--- config.mk ---
export PLATFORM = sky130hd
export DESIGN_NAME = deadlock_block_collector
export DESIGN_NICKNAME = d
export VERILOG_FILES = /design/src/rtl/deadlock_block_collector.sv
export SDC_FILE = /design/constraint.sdc
export NUM_CORES = 1
export LEC_CHECK = 0
export ABC_AREA = 1
export BUFFER_PORTS_ARGS = -buffer_cell sky130_fd_sc_hd__buf_2
export CAP_MARGIN = 30
export CORE_ASPECT_RATIO = 0.7
export CORE_MARGIN = 3
export CORE_UTILIZATION = 30
export CTS_BUF_LIST = sky130_fd_sc_hd__clkbuf_4
export DETAILED_ROUTE_END_ITERATION = 10
export PLACE_DENSITY_LB_ADDON = 0.25
export SLEW_MARGIN = 10
export SYNTH_ARGS = -nofsm -noshare
export SYNTH_HDL_FRONTEND = slang
export SYNTH_SLANG_ARGS = --single-unit
--- constraint.sdc ---
create_clock -name clock -period 1.9 [get_ports clock]
set_clock_uncertainty 0.15 [all_clocks]
set_input_delay 0.095 -clock clock [delete_from_list [all_inputs] [get_ports clock]]
set_output_delay 0.095 -clock clock [all_outputs]
set_load 0.02 [all_outputs]
--- src/rtl/deadlock_block_collector.sv ---
// Deadlock block collector.
//
// Collects the `block` flags of the per-process deadlock monitors and
// confirms a deadlock once the same non-zero blocked pattern has been seen
// on CONFIRM_CYCLES consecutive rising edges. A confirmed deadlock latches a
// one-shot report that is offered over a valid/ready handshake. The report
// holds the offending mask and the lowest blocked index. The collector then
// stays sticky until `clear` re-arms it.
//
// all_idle masks the flags: a fully idle region is normal completion.
//
// Ports:
//   clock         sole clock, rising edge
//   reset_n       asynchronous active-low reset
//   mon_block     registered block flags, one per monitored process
//   all_idle      whole dataflow region idle (suppresses mon_block)
//   clear         single-cycle pulse, re-arms the collector
//   report_valid  report available
//   report_ready  consumer accepts the report
//   report_mask   blocked mask latched at confirmation
//   report_idx    lowest set bit of report_mask
//   deadlock      sticky confirmed-deadlock flag
//   stall_count   current consecutive-stall count (saturates at CONFIRM_CYCLES)

module deadlock_block_collector #(
    parameter int unsigned NUM_MON        = 4,
    parameter int unsigned IDX_W          = 2,
    parameter int unsigned CONFIRM_CYCLES = 1024,
    parameter int unsigned CNT_W          = 11
) (
    input  logic               clock,
    input  logic               reset_n,
    input  logic [NUM_MON-1:0] mon_block,
    input  logic               all_idle,
    input  logic               clear,
    output logic               report_valid,
    input  logic               report_ready,
    output logic [NUM_MON-1:0] report_mask,
    output logic [IDX_W-1:0]   report_idx,
    output logic               deadlock,
    output logic [CNT_W-1:0]   stall_count
);

    localparam logic [CNT_W-1:0] CountLast = CNT_W'(CONFIRM_CYCLES - 1);
    localparam logic [CNT_W-1:0] CountFull = CNT_W'(CONFIRM_CYCLES);
    localparam logic [CNT_W-1:0] CountOne  = CNT_W'(1);

    typedef enum logic [1:0] {
        StIdle,
        StSuspect,
        StReport,
        StHalt
    } state_e;

    state_e             state_q, state_d;
    logic [NUM_MON-1:0] prev_mask_q, prev_mask_d;
    logic [CNT_W-1:0]   stall_count_q, stall_count_d;
    logic [NUM_MON-1:0] report_mask_q, report_mask_d;
    logic [IDX_W-1:0]   report_idx_q, report_idx_d;
    logic               report_valid_q, report_valid_d;
    logic               deadlock_q, deadlock_d;

    logic [NUM_MON-1:0] eff_mask;

    // Index of the lowest set bit; 0 for an all-zero mask.
    function automatic logic [IDX_W-1:0] lowest_set(input logic [NUM_MON-1:0] m);
        logic [IDX_W-1:0] idx;
        idx = '0;
        for (int i = int'(NUM_MON) - 1; i >= 0; i--) begin
            if (m[i]) begin
                idx = IDX_W'(i);
            end
        end
        return idx;
    endfunction

    assign eff_mask = all_idle ? '0 : mon_block;

    always_comb begin
        state_d        = state_q;
        prev_mask_d    = prev_mask_q;
        stall_count_d  = stall_count_q;
        report_mask_d  = report_mask_q;
        report_idx_d   = report_idx_q;
        report_valid_d = report_valid_q;
        deadlock_d     = deadlock_q;

        if (clear) begin
            // Report fields are kept for post-mortem reads.
            state_d        = StIdle;
            prev_mask_d    = '0;
            stall_count_d  = '0;
            report_valid_d = 1'b0;
            deadlock_d     = 1'b0;
        end else begin
            unique case (state_q)
                StIdle: begin
                    prev_mask_d = eff_mask;
                    if (eff_mask != '0) begin
                        state_d       = StSuspect;
                        stall_count_d = CountOne;
                    end else begin
                        stall_count_d = '0;
                    end
                end

                StSuspect: begin
                    prev_mask_d = eff_mask;
                    if (eff_mask == '0) begin
                        state_d       = StIdle;
                        stall_count_d = '0;
                    end else if (eff_mask != prev_mask_q) begin
                        // Pattern changed: restart the debounce window.
                        stall_count_d = CountOne;
                    end else if (stall_count_q == CountLast) begin
                        state_d        = StReport;
                        stall_count_d  = CountFull;
                        report_mask_d  = eff_mask;
                        report_idx_d   = lowest_set(eff_mask);
                        report_valid_d = 1'b1;
                        deadlock_d     = 1'b1;
                    end else begin
                        stall_count_d = stall_count_q + CountOne;
                    end
                end

                StReport: begin
                    if (report_ready) begin
                        report_valid_d = 1'b0;
                        state_d        = StHalt;
                    end
                end

                StHalt: begin
                    // Sticky until clear or reset.
                end

                default: begin
                    state_d = StIdle;
                end
            endcase
        end
    end

    always_ff @(posedge clock or negedge reset_n) begin
        if (!reset_n) begin
            state_q        <= StIdle;
            prev_mask_q    <= '0;
            stall_count_q  <= '0;
            report_mask_q  <= '0;
            report_idx_q   <= '0;
            report_valid_q <= 1'b0;
            deadlock_q     <= 1'b0;
        end else begin
            state_q        <= state_d;
            prev_mask_q    <= prev_mask_d;
            stall_count_q  <= stall_count_d;
            report_mask_q  <= report_mask_d;
            report_idx_q   <= report_idx_d;
            report_valid_q <= report_valid_d;
            deadlock_q     <= deadlock_d;
        end
    end

    assign report_valid = report_valid_q;
    assign report_mask  = report_mask_q;
    assign report_idx   = report_idx_q;
    assign deadlock     = deadlock_q;
    assign stall_count  = stall_count_q;

endmodule

# == Yosys cells after proc, flatten, opt, wreduce, memory -nomap -nowiden ==
# Index checks and enable logic that the tools add are counted.
# totals
reg_bits,25
word_cells,66
out_inout_bits,19
# op_classes
n_eq_ne,13
muxes,28
reduce_logical,14
n_addsub,1
bitwise_logic,3
# op_table
op,n
$mux 11,4
$pmux 11 s2,1
$mux 2,10
$ne 3x3->1 const B,5
$reduce_and 5->1,3
$mux 4,3
$add 11x1->11 const B,1
$eq 11x10->1 const B,1
$mux 1,8
$ne 4x4->1 const B,2
$reduce_bool 4->1,2
$pmux 2 s3,1
$reduce_bool 2->1,3
$reduce_bool 3->1,2
$logic_not 4->1,1
$ne 2x2->1 const B,2
$ne 4x4->1,1
$reduce_and 4->1,1
$not 1->1,3
$eq 2x1->1 const B,1
$eq 2x2->1 const B,1
$logic_not 2->1,1
$pmux 1 s2,1
$reduce_or 2->1,1

# == Longest topological paths before layout ==
# Gate-level depths: netlist of the first run.
# depth
word_depth,6
mapped_depth,11
mapped_depth_nobuf,11

# == Least setup slack after synthesis of the first run ==
# OpenSTA, ideal clock, no wires.
# synth_timing
kind,register -> register
start,"register stall_count_q[0], in the netlist stall_count[0]"
end,"register report_idx_q[0], in the netlist report_idx[0]"
arrival_time_ps,1496
period_less_slack_ps,1763
path_stages_with_launch,9
setup_slack_ps,137
required_time_ps,1633
cell_sequence,dfrtp_1 ha_1 nand3_2 nor2_4 nand4_4 inv_2 nand3_4 nand2_1 nand2_1
# synth_between
elab_chain_len,2
# synth_rtl
element,line,rtl
from (decl),57,"logic [CNT_W-1:0] stall_count_q, stall_count_d;"
from (signal assigned),157,stall_count_q <= stall_count_d;
$eq 11x10->1,115,end else if (stall_count_q == CountLast) begin
$reduce_and 5->1 (no source line),-,
to (signal assigned),159,report_idx_q <= report_idx_d;
to (decl),59,"logic [IDX_W-1:0] report_idx_q, report_idx_d;"
# No other way between the ends.
# A chain may end at the register's enable or synchronous reset.

# == Final worst setup path of the first run ==
# layout_timing
start,"register stall_count_q[1], in the netlist stall_count[1]"
end,register state_q[1]
# layout_between
elab_chain_len,3
# layout_rtl
element,line,rtl
$eq 11x10->1,115,
$ne 4x4->1 (no source line),-,
$reduce_and 5->1 (no source line),-,
to (signal assigned),147,state_q <= StIdle;
to (signal assigned),155,state_q <= state_d;
to (decl),55,"state_e state_q, state_d;"
# No other way between the ends.

==> impl_results.md, run 1 <==
- Run status: finished, final reports clean
- Post-synthesis adder-cell area fraction: 2.90%
- Leakage: 1.07 nW
- Worst Tran Pin Value: around 0.58 ns
- DIE HEIGHT: slightly below 70 um
- I/O Buffers: 27
- Ys Warns: 0
- Via count: 1513
- Switching share of total power: 40.2%
- Num rows: 22
- Crit share post-route: ~90%
- Max-Cap Viols: 0
- F_max: 570 MHz
- Die X: between 90 and 100 um
- Initial Utilization: 31.9%
- RSZ-0062 raised after global routing: no
- Max Root-Sink Buffers: 2
- Fill cells: 604
- Post-synthesis mux area share: 0%
- Crit Path Category: reg -> reg
- Main combinational cell family by area after synthesis: simple AND/OR/NAND/NOR gates
- Worst setup EP type: register
- Syn_nets: 231
- Fin. Hold Viols: 0
- Initial antenna violation count: 0
- Clock transition at path regs: 0.14 ns
- Total I/O pin count: 28
- Post-Synthesis Cell Area: ~1700 um^2
- Simple-Gate Fraction of Synth Area: 42.3%
- Clock power share: 17.5%
- CORE AREA: 5400 um^2
- Flop pwr share: 40.9%
- Total grt overflow: 0
- HPWL Detailed: 3110 um
- Global Route Usage Sum: 12.7%
- Clk_lat worst skew: approximately 0.32 ns
- Final wirelength: ~4000 um
- Hold WS: 0.00775 ns
- DRC violations left: 0
- H-Tree Depth: 1
- Syn Area/Cell: 7.90 um^2
- Worst setup SP type: register
- Vias/cell: ~4.5
- Post-synthesis xor/xnor area fraction: 1.02%
- Worst slew margin: 61.5%
- CTS Sinks: 25
- Max VDD drop: 249 uV
- Die area: 6700 um^2
- Complex-gate fraction of the synthesized area: about 9.3%
- Synthesized flop and latch total: 25
- Primary FF master, synth: dfrtp_1
- Crit path DAT: between 1.5 and 2 ns
- Required time worst endpoint: 1.98 ns
- CTS tree: done
- TNS Setup: 0 ns
- Logic pwr share: 41.6%
- Crit-path max FO: 5
- Hold Path Class: in -> reg
- Post-synth EDFFs: 0
- Min Tclk post-route: 1.76 ns
- Multi-input logic area: 963 um^2
- Final ANT Viol Nets: 0
- Largest net degree at the start of global routing: 26
- Switching pwr: 0.593 mW
- Global-route wire length before repair: 6760 um
- Cell Int Power: 0.881 mW
- Layout area overhead: 22.5%
- Power density over cell area: 698 nW/um^2
- Post-synth ARST share: 100%
- Layout cells sized above 1: between 20 and 30%
- Cells after Synth: 218
- Placer Congestion: around 0.84
- Clock root buffer: clkbuf_4
- Slew Limit Fails: 0
- Fin nets: ~280
- TritonRoute pass-1 iters: 4
- Post-synthesis cell type count: 31
- Vias in the first global route: 1351
- DR WL/cell: 12.2 um
- Sequential area share after synthesis: 36.3%
- Final setup vio count: 0
- FF+latch area: around 630 um^2
- CTS Buf Count: 3
- Ant diodes: 0
- 1st-iter DRT viols: 47
[what timing repair did]
action,CTS,global route
setup endpoints to repair,0,7
endpoints found under the hold margin,31,0
resized for setup,0,3
hold buffers,10,0
buffers inserted,0,0
[state kept, by name, summed over array words and instances, names as in the netlist]
signal	flops
deadlock	1
prev_mask_q	4
report_idx	2
report_mask	4
report_valid	1
stall_count	11
state_q	2
[synth_stat cells (3+ instances only)]
cell	instances	area [um^2]
buf_2	3	15.0
nor2_2	3	18.8
ha_1	4	50.1
o21ai_1	8	40.0
nand2_4	4	45.0
nand4_1	14	87.6
inv_1	28	105
dfrtp_1	25	626
inv_2	3	11.3
o21ai_0	3	15.0
nand2_1	55	206
nor2_1	13	48.8
nor2_8	4	80.1
nand3_1	18	90.1
a21oi_1	3	15.0
nand2_2	9	56.3
o22ai_1	4	25.0
[power by group through the flow]
stage	Clock [mW]	Sequential, mW	Combinational [mW]
2_1_floorplan	0	0.631	0.395
3_3_place_gp	0	0.613	0.587
3_5_place_dp	0	0.612	0.585
4_1_cts	0.273	0.602	0.603
5_1_grt	0.302	0.610	0.687
6_report	0.258	0.602	0.613
[worst paths after layout]
| check | start | cells after the start | to | slack, ns |
|---|---|---|---|---|
| hold reg to reg | report_mask[1] | 2 | report_mask[1] | 0.34 |
| min in group asynchronous | reset_n | 2 | stall_count[6] | 0.14 |
| hold / removal | report_ready | 5 | report_valid | 0.008 |
| setup / recovery | stall_count[1] | 8 | state_q[1] | 0.14 |
| setup reg to reg | stall_count[1] | 8 | state_q[1] | 0.14 |
| max in group asynchronous | reset_n | 2 | stall_count[10] | 1.08 |
[per-layer routing]
metal  up-vias  GRT usage, %  routed length (um)
li1        796             -                   -
met1       685          20.3                2220
met2        30          17.4                1650
met3         2          3.25                 170
met4         0          1.40                  21
met5         -             0                   0
[worst max-delay path, stage by stage (launching register included)]
cell,delay (ns)
dfrtp_1,0.43
ha_1,0.24
nand3_2,0.11
nor2_4,0.15
nand4_4,0.16
o21ai_4,0.21
nand2_1,0.09
nand2_1,0.06
nand2_1,0.05
[area by class of cell]
cell class                      instances  area share (%)
Clock buffer                            4            1.42
Sequential cell                        25            29.6
Tap cell                               72            4.27
Inverter                               33            6.11
Timing Repair Buffer                   42            12.9
Multi-Input combinational cell        157            45.6
[cells by family after synthesis]
group / Yosys count
simple gates: 127
buf+inv: 36
flops: 25
compound gates: 24
fa+ha+maj: 4
xor+xnor: 2
[placed cells by master, fill, tap and decap left out, types with 3 or more instances in the layout]
| master | netlist | final |
|---|---|---|
| nor2_1 | 13 | 13 |
| o21ai_1 | 8 | 8 |
| nand2_4 | 4 | 4 |
| buf_4 | 0 | 5 |
| nand4_1 | 14 | 14 |
| o21ai_0 | 3 | 3 |
| o22ai_1 | 4 | 4 |
| nor2_8 | 4 | 4 |
| nand2_1 | 55 | 54 |
| clkbuf_4 | 0 | 4 |
| nand2_2 | 9 | 10 |
| a21oi_1 | 3 | 3 |
| nand3_1 | 18 | 18 |
| ha_1 | 4 | 4 |
| dlygate4sd3_1 | 0 | 10 |
| dfrtp_1 | 25 | 25 |
| buf_2 | 3 | 27 |
| inv_1 | 28 | 28 |
[stage by stage]
| step | power [mW] | cells | worst slack [ns] | utilization, % | area [um^2] |
|---|---|---|---|---|---|
| 3_5_place_dp | 1.20 | 319 | 0.144 | 36.5 | 1970 |
| 6_report | 1.47 | 333 | 0.145 | 39.1 | 2110 |
| 5_1_grt | 1.60 | 333 | 0.0224 | 39.1 | 2110 |
| 2_1_floorplan | 1.03 | 218 | 0.137 | - | 1720 |
| 3_3_place_gp | 1.20 | 319 | 0.180 | 36.5 | 1970 |
| 4_1_cts | 1.48 | 333 | 0.129 | 38.9 | 2100 |
No activity file was read; power rests on OpenSTA's default activity.
==> run 2, diff against run 1 <==
- SLEW_MARGIN: 10 -> 30
- clock period: 1.9 -> 1.42 ns (I/O delays scaled with it)
==> impl_results.md, run 2 (synthesized netlist as in run 1, its figures left out) <==
- Run status: complete, but fails checks
- Failing checks: setup timing
- DIE HEIGHT: 69.4 um (unchanged)
- Final ANT Viol Nets: 0 (unchanged)
- Reg2Reg Depth: 9 (+1)
- Power density over cell area: 890 nW/um^2 (+28%)
- TNS Setup: -2.12 ns (-2.12 ns)
- Total grt overflow: 0 (unchanged)
- Num rows: 22 (unchanged)
- Max stage delay on crit path: 0.41 ns (-0.02 ns)
- Die X: 96.6 um (unchanged)
- Slack of the critical path: -0.143 ns (-0.288 ns)
- Layout area overhead: 59.4%
- Multi-input logic area: 1200 um^2 (+25%)
- Die area: 6700 um^2 (unchanged)
- Hold_sp: report_ready
- Required time worst endpoint: 1.52 ns (-0.46 ns)
- Crit path cell chain: ha_4 -> nand2_2 -> nor2_4 -> nand3_4 -> buf_6 -> nand3_1 -> nor2_1 -> nand4_1 -> nand2_1
- CTS Buf Count: 3 (unchanged)
- FF-to-FF Start: stall_count[1]
- Via count: 1777 (+17%)
- Clock transition at path regs: 0.16 ns (+0.02 ns)
- Max VDD drop: 402 uV (+61%)
- Total I/O pin count: 28 (unchanged)
- Initial antenna violation count: 0 (unchanged)
- Worst slew margin: 60.5% (-1.0 points)
- Final setup vio count: 25 (+25)
- Leakage: 1.35 nW (+26%)
- Crit path launch: stall_count[1]
- 1st-iter DRT viols: 50 (+6.4%)
- DR WL/cell: 13.3 um (+9.2%)
- Clock root buffer: clkbuf_4
- H-Tree Depth: 1 (unchanged)
- CP bufs+invs: 1 (+1)
- Slew Limit Fails: 0 (unchanged)
- Family with the most delay on the worst path: simple AND/OR/NAND/NOR gates
- Slowest CP cell: dfrtp_2
- WP depth: 9 (+1)
- I/O Buffers: 27 (unchanged)
- Placer Congestion: 0.872 (+3.6%)
- Max-Cap Viols: 0 (unchanged)
- CORE AREA: 5400 um^2 (unchanged)
- Fin nets: 318 (+16%)
- Worst setup EP type: register
- Hold path depth: 7 (+2)
- HPWL Detailed: 3620 um (+16%)
- Crit-path max FO: 4 (-1)
- Initial Utilization: 31.9% (unchanged)
- Max Root-Sink Buffers: 2 (unchanged)
- Min Tclk post-route: 1.56 ns (-0.192 ns)
- Crit Path Category: reg -> reg
- DRC violations left: 0 (unchanged)
- Vias in the first global route: 1744 (+29%)
- CTS Sinks: 25 (unchanged)
- Layout cells sized above 1: 55.3% (+28 points)
- CTS tree: done
- Worst setup SP type: register
- Hold WS: 0.0394 ns (+0.0316 ns)
- Crit path DAT: 1.66 ns (-0.17 ns)
- FF+latch area: 631 um^2 (+0.80%)
- Clk_lat worst skew: 0.35 ns (+0.03 ns)
- Fill cells: 539 (-11%)
- Global-route wire length before repair: 8500 um (+26%)
- Max reg flops: 11 (unchanged)
- Fin. Hold Viols: 0 (unchanged)
- Ant diodes: 0 (unchanged)
- Worst Tran Pin Value: 0.592 ns (+0.0152 ns)
- Commonest non-fill, non-tap cell in the layout: nand2_1
- F_max: 640 MHz (+12%)
- Vias/cell: 4.73 (+4.0%)
- Largest net degree at the start of global routing: 26 (unchanged)
- Commonest non-fill, non-tap cells in the layout: nand2_1 (46), buf_4 (39), buf_2 (27), dfrtp_1 (21), inv_1 (20)
- Global Route Usage Sum: 15.9% (+3.2 points)
- Hold Path Class: in -> reg
- Final wirelength: 5010 um (+23%)
- Crit share post-route: 110% (+18 points)
- RSZ-0062 raised after global routing: yes
- TritonRoute pass-1 iters: 4 (unchanged)
[run 2: metrics by stage]
step | setup slack (ns) | area [um^2] | util [%] | std cells | power [mW]
after floorplan | -0.161 | 1780 | - | 218 | 1.45
after global placement | -0.176 | 2360 | 43.7 | 359 | 1.82
after detailed placement | -0.195 | 2360 | 43.7 | 359 | 1.83
after CTS | -0.131 | 2640 | 49.0 | 374 | 2.41
after global routing | -0.242 | 2750 | 50.9 | 376 | 2.61
final | -0.143 | 2750 | 50.9 | 376 | 2.45
[run 2: layout make-up]
cell class              instances  area share (%)
multi-input cells             158            43.8
repair buffers                 84            23.7
flip-flops and latches         25            23.0
inverters                      33            5.24
well taps                      72            3.28
clock buffers                   3           0.820
clock inverters                 1           0.182
[run 2: path summary, 6_finish.rpt]
kind | endpoint | slack, ns
max in group asynchronous | stall_count[2] | 0.61
min in group asynchronous | state_q[0] | 0.09
worst max-delay path | stall_count[5] | -0.14
worst min register to register | report_mask[3] | 0.34
worst min-delay path | report_valid | 0.04
worst max register to register | stall_count[5] | -0.14
[run 2: what timing repair did]
| action | in CTS | in global routing |
|---|---|---|
| buffers inserted | 5 | 3 |
| endpoints found under the setup margin | 25 | 25 |
| hold endpoints to repair | 30 | 0 |
| hold buffers | 5 | 0 |
| gates resized for setup | 45 | 24 |
| pin swaps | 22 | 19 |
| cloned | 1 | 0 |
[run 2: worst min-delay path, stage by stage]
cell and delay [ns]:
buf_2 0.07, nor2_1 0.04, nand2_2 0.06, buf_4 0.10, nand3_1 0.06, nand2_1 0.06, nand2_1 0.04
[run 2: where the power goes]
part	internal, mW	leakage, nW	switching [mW]	total [mW]
Clock	0.106	0.0177	0.254	0.360
Combinational	0.561	0.993	0.713	1.27
Sequential	0.767	0.336	0.0457	0.812
Total	1.43	1.35	1.01	2.45
[run 2: per-layer routing]
layer	track usage, %	wire length, um	vias to the layer above
met4	1.40	26	0
li1	-	-	889
met2	24.2	2280	47
met1	23.6	2410	837
met5	0	0	-
met3	3.80	297	4
==> run 3, diff against run 2 <==
- CTS_BUF_LIST: sky130_fd_sc_hd__clkbuf_4 -> unset
- GPL_ROUTABILITY_DRIVEN: unset -> 0
==> impl_results.md, run 3 (synthesized netlist as in run 1, its figures left out) <==
- Run status: complete, but fails checks
- Failing checks: setup timing
- CTS Sinks: 25 (unchanged)
- Fin. Hold Viols: 0 (unchanged)
- Crit path DAT: 1.60 ns (-0.06 ns)
- Largest net degree at the start of global routing: 26 (unchanged)
- Num rows: 22 (unchanged)
- Die area: 6700 um^2 (unchanged)
- Power density over cell area: 936 nW/um^2 (+5.1%)
- F_max: 641 MHz (+0.22%)
- Max VDD drop: 442 uV (+10%)
- Global-route wire length before repair: 8470 um (-0.40%)
- H-Tree Depth: 1 (unchanged)
- Slowest CP cell: dfrtp_2
- HPWL Detailed: 3620 um (unchanged)
- Clock transition at path regs: 0.10 ns (-0.06 ns)
- Family with the most delay on the worst path: simple AND/OR/NAND/NOR gates
- Met2 usage: 23.7% (-0.54 points)
- Clk_lat worst skew: 0.29 ns (-0.06 ns)
- Final ANT Viol Nets: 0 (unchanged)
- Max stage delay on crit path: 0.40 ns (about the same)
- Total grt overflow: 0 (unchanged)
- Crit Path Category: reg -> reg
- Clock root buffer: clkbuf_8
- Initial antenna violation count: 0 (unchanged)
- Final wirelength: 5000 um (-0.16%)
- Worst Tran Pin Value: 0.586 ns (-0.00644 ns)
- DIE HEIGHT: 69.4 um (unchanged)
- Via count: 1770 (-0.39%)
- GR Layer Usage met1: 23.7% (+0.13 points)
- Reg2Reg Depth: 8 (-1)
- Die X: 96.6 um (unchanged)
- RSZ-0062 raised after global routing: yes
- CORE AREA: 5400 um^2 (unchanged)
- Leakage: 1.35 nW (about the same)
- Max Root-Sink Buffers: 2 (unchanged)
- DRC violations left: 0 (unchanged)
- I/O Buffers: 27 (unchanged)
- Layout area overhead: 59.8%
- Crit-path max FO: 7 (+3)
- Reg2reg setup slack: -0.14 ns (about the same)
- TritonRoute pass-1 iters: 4 (unchanged)
- Post-route insts no fill: 374 (-0.53%)
- Commonest non-fill, non-tap cell in the layout: nand2_1
- Hold path depth: 4 (-3)
- CP bufs+invs: 1 (unchanged)
- Pwr Total: 2.58 mW (+5.4%)
- Min Tclk post-route: 1.56 ns (-0.00349 ns)
- Fin nets: 316 (-0.63%)
- Top Usage Layer GRT: met1
- Hold Path Class: in -> reg
- Crit path cell chain: ha_4 -> nand3_4 -> nor2_4 -> nand4_4 -> inv_4 -> nand3_4 -> nand2_1 -> nand2_1
- CTS tree: done
- Layout cells sized above 1: 57.0% (+1.7 points)
- Placed cells: 359 (unchanged)
- Commonest non-fill, non-tap cells in the layout: nand2_1 (43), buf_4 (40), buf_2 (27), dfrtp_1 (20), inv_1 (19)
- Total I/O pin count: 28 (unchanged)
- Crit share post-route: 110% (-0.25 points)
- Hold_sp: mon_block[3]
- Slew Limit Fails: 0 (unchanged)
- Max-Cap Viols: 0 (unchanged)
- Vias/cell: 4.73 (+0.14%)
- Initial Utilization: 31.9% (unchanged)
- Vias in the first global route: 1732 (-0.69%)
- Met3 Resource Use GR: 3.80% (unchanged)
- 1st-iter DRT viols: 39 (-22%)
- Final setup vio count: 25 (unchanged)
- Worst setup SP type: register
- Ant diodes: 0 (unchanged)
- Global Route Usage Sum: 15.8% (-0.11 points)
- Max reg flops: 11 (unchanged)
- Slack of the critical path: -0.140 ns (+0.00349 ns)
- CTS Buf Count: 3 (unchanged)
- Worst slew margin: 61.0% (+0.43 points)
- FF-to-FF Start: stall_count[1]
- DR WL/cell: 13.4 um (+0.37%)
- Hold endpoint: prev_mask_q[3]
- Worst setup EP type: register
- Required time worst endpoint: 1.46 ns (-0.06 ns)
- Terminus of the critical flop-to-flop path: report_idx[0]
[run 3: timing repair]
action / in CTS / in global routing
buffers inserted: 7 / 2
setup endpoints to repair: 25 / 25
gates cloned: 1 / 0
pin swaps: 20 / 27
endpoints found under the hold margin: 26 / 0
hold buffers: 2 / 0
gates resized for setup: 43 / 27
[run 3: worst register-to-register path, stage by stage (launching register included)]
cell and delay (ns):
dfrtp_2 0.40, ha_4 0.17, nand3_4 0.08, nor2_4 0.12, nand4_4 0.15, inv_4 0.12, nand3_4 0.13, nand2_1 0.09
nand2_1 0.05
[run 3: metal layers]
metal,part of all wire [%],vias up
met5,0,-
li1,-,888
met3,6.5,4
met1,47,830
met2,45,48
met4,0.74,0
[run 3: final cells by class]
| cell class | count | area [um^2] |
|---|---|---|
| Clock buffer | 3 | 41.3 |
| Clock inverter | 1 | 5.00 |
| Multi-Input combinational cell | 158 | 1210 |
| Fill cell | 529 | 2640 |
| Inverter | 33 | 134 |
| Tap cell | 72 | 90.1 |
| Sequential cell | 25 | 632 |
| Timing Repair Buffer | 82 | 637 |
[run 3: stage by stage]
| stage | area (um^2) | worst slack [ns] | hold WS [ns] | util (%) | TNS, ns |
|---|---|---|---|---|---|
| after floorplan | 1780 | -0.161 | -0.375 | - | -1.74 |
| after global placement | 2360 | -0.176 | -0.0356 | 43.7 | -2.89 |
| after detailed placement | 2360 | -0.195 | -0.0313 | 43.7 | -3.43 |
| after CTS | 2650 | -0.135 | 0.0242 | 49.1 | -1.79 |
| after global routing | 2750 | -0.243 | 0.0492 | 51.0 | -4.32 |
| final | 2750 | -0.140 | 0.0391 | 51.0 | -1.96 |
[run 3: worst max path at each step]
| stage | from | endpoint | slack [ns] | depth (start not counted) |
|---|---|---|---|---|
| 5_1_grt | stall_count[1] | stall_count[3] | -0.24 | 8 |
| 3_3_place_gp | state_q[1] | state_q[1] | -0.18 | 10 |
| 3_5_place_dp | state_q[1] | state_q[1] | -0.19 | 10 |
| 4_1_cts | stall_count[0] | state_q[1] | -0.13 | 8 |
| 2_1_floorplan | stall_count[0] | state_q[0] | -0.16 | 8 |
| 6_report | stall_count[1] | report_idx[0] | -0.14 | 8 |
[run 3: power by group]
part	switching, mW	internal [mW]	leakage (nW)
clock network	0.258	0.197	0.0255
registers	0.0474	0.766	0.335
logic	0.722	0.587	0.987
total	1.03	1.55	1.35
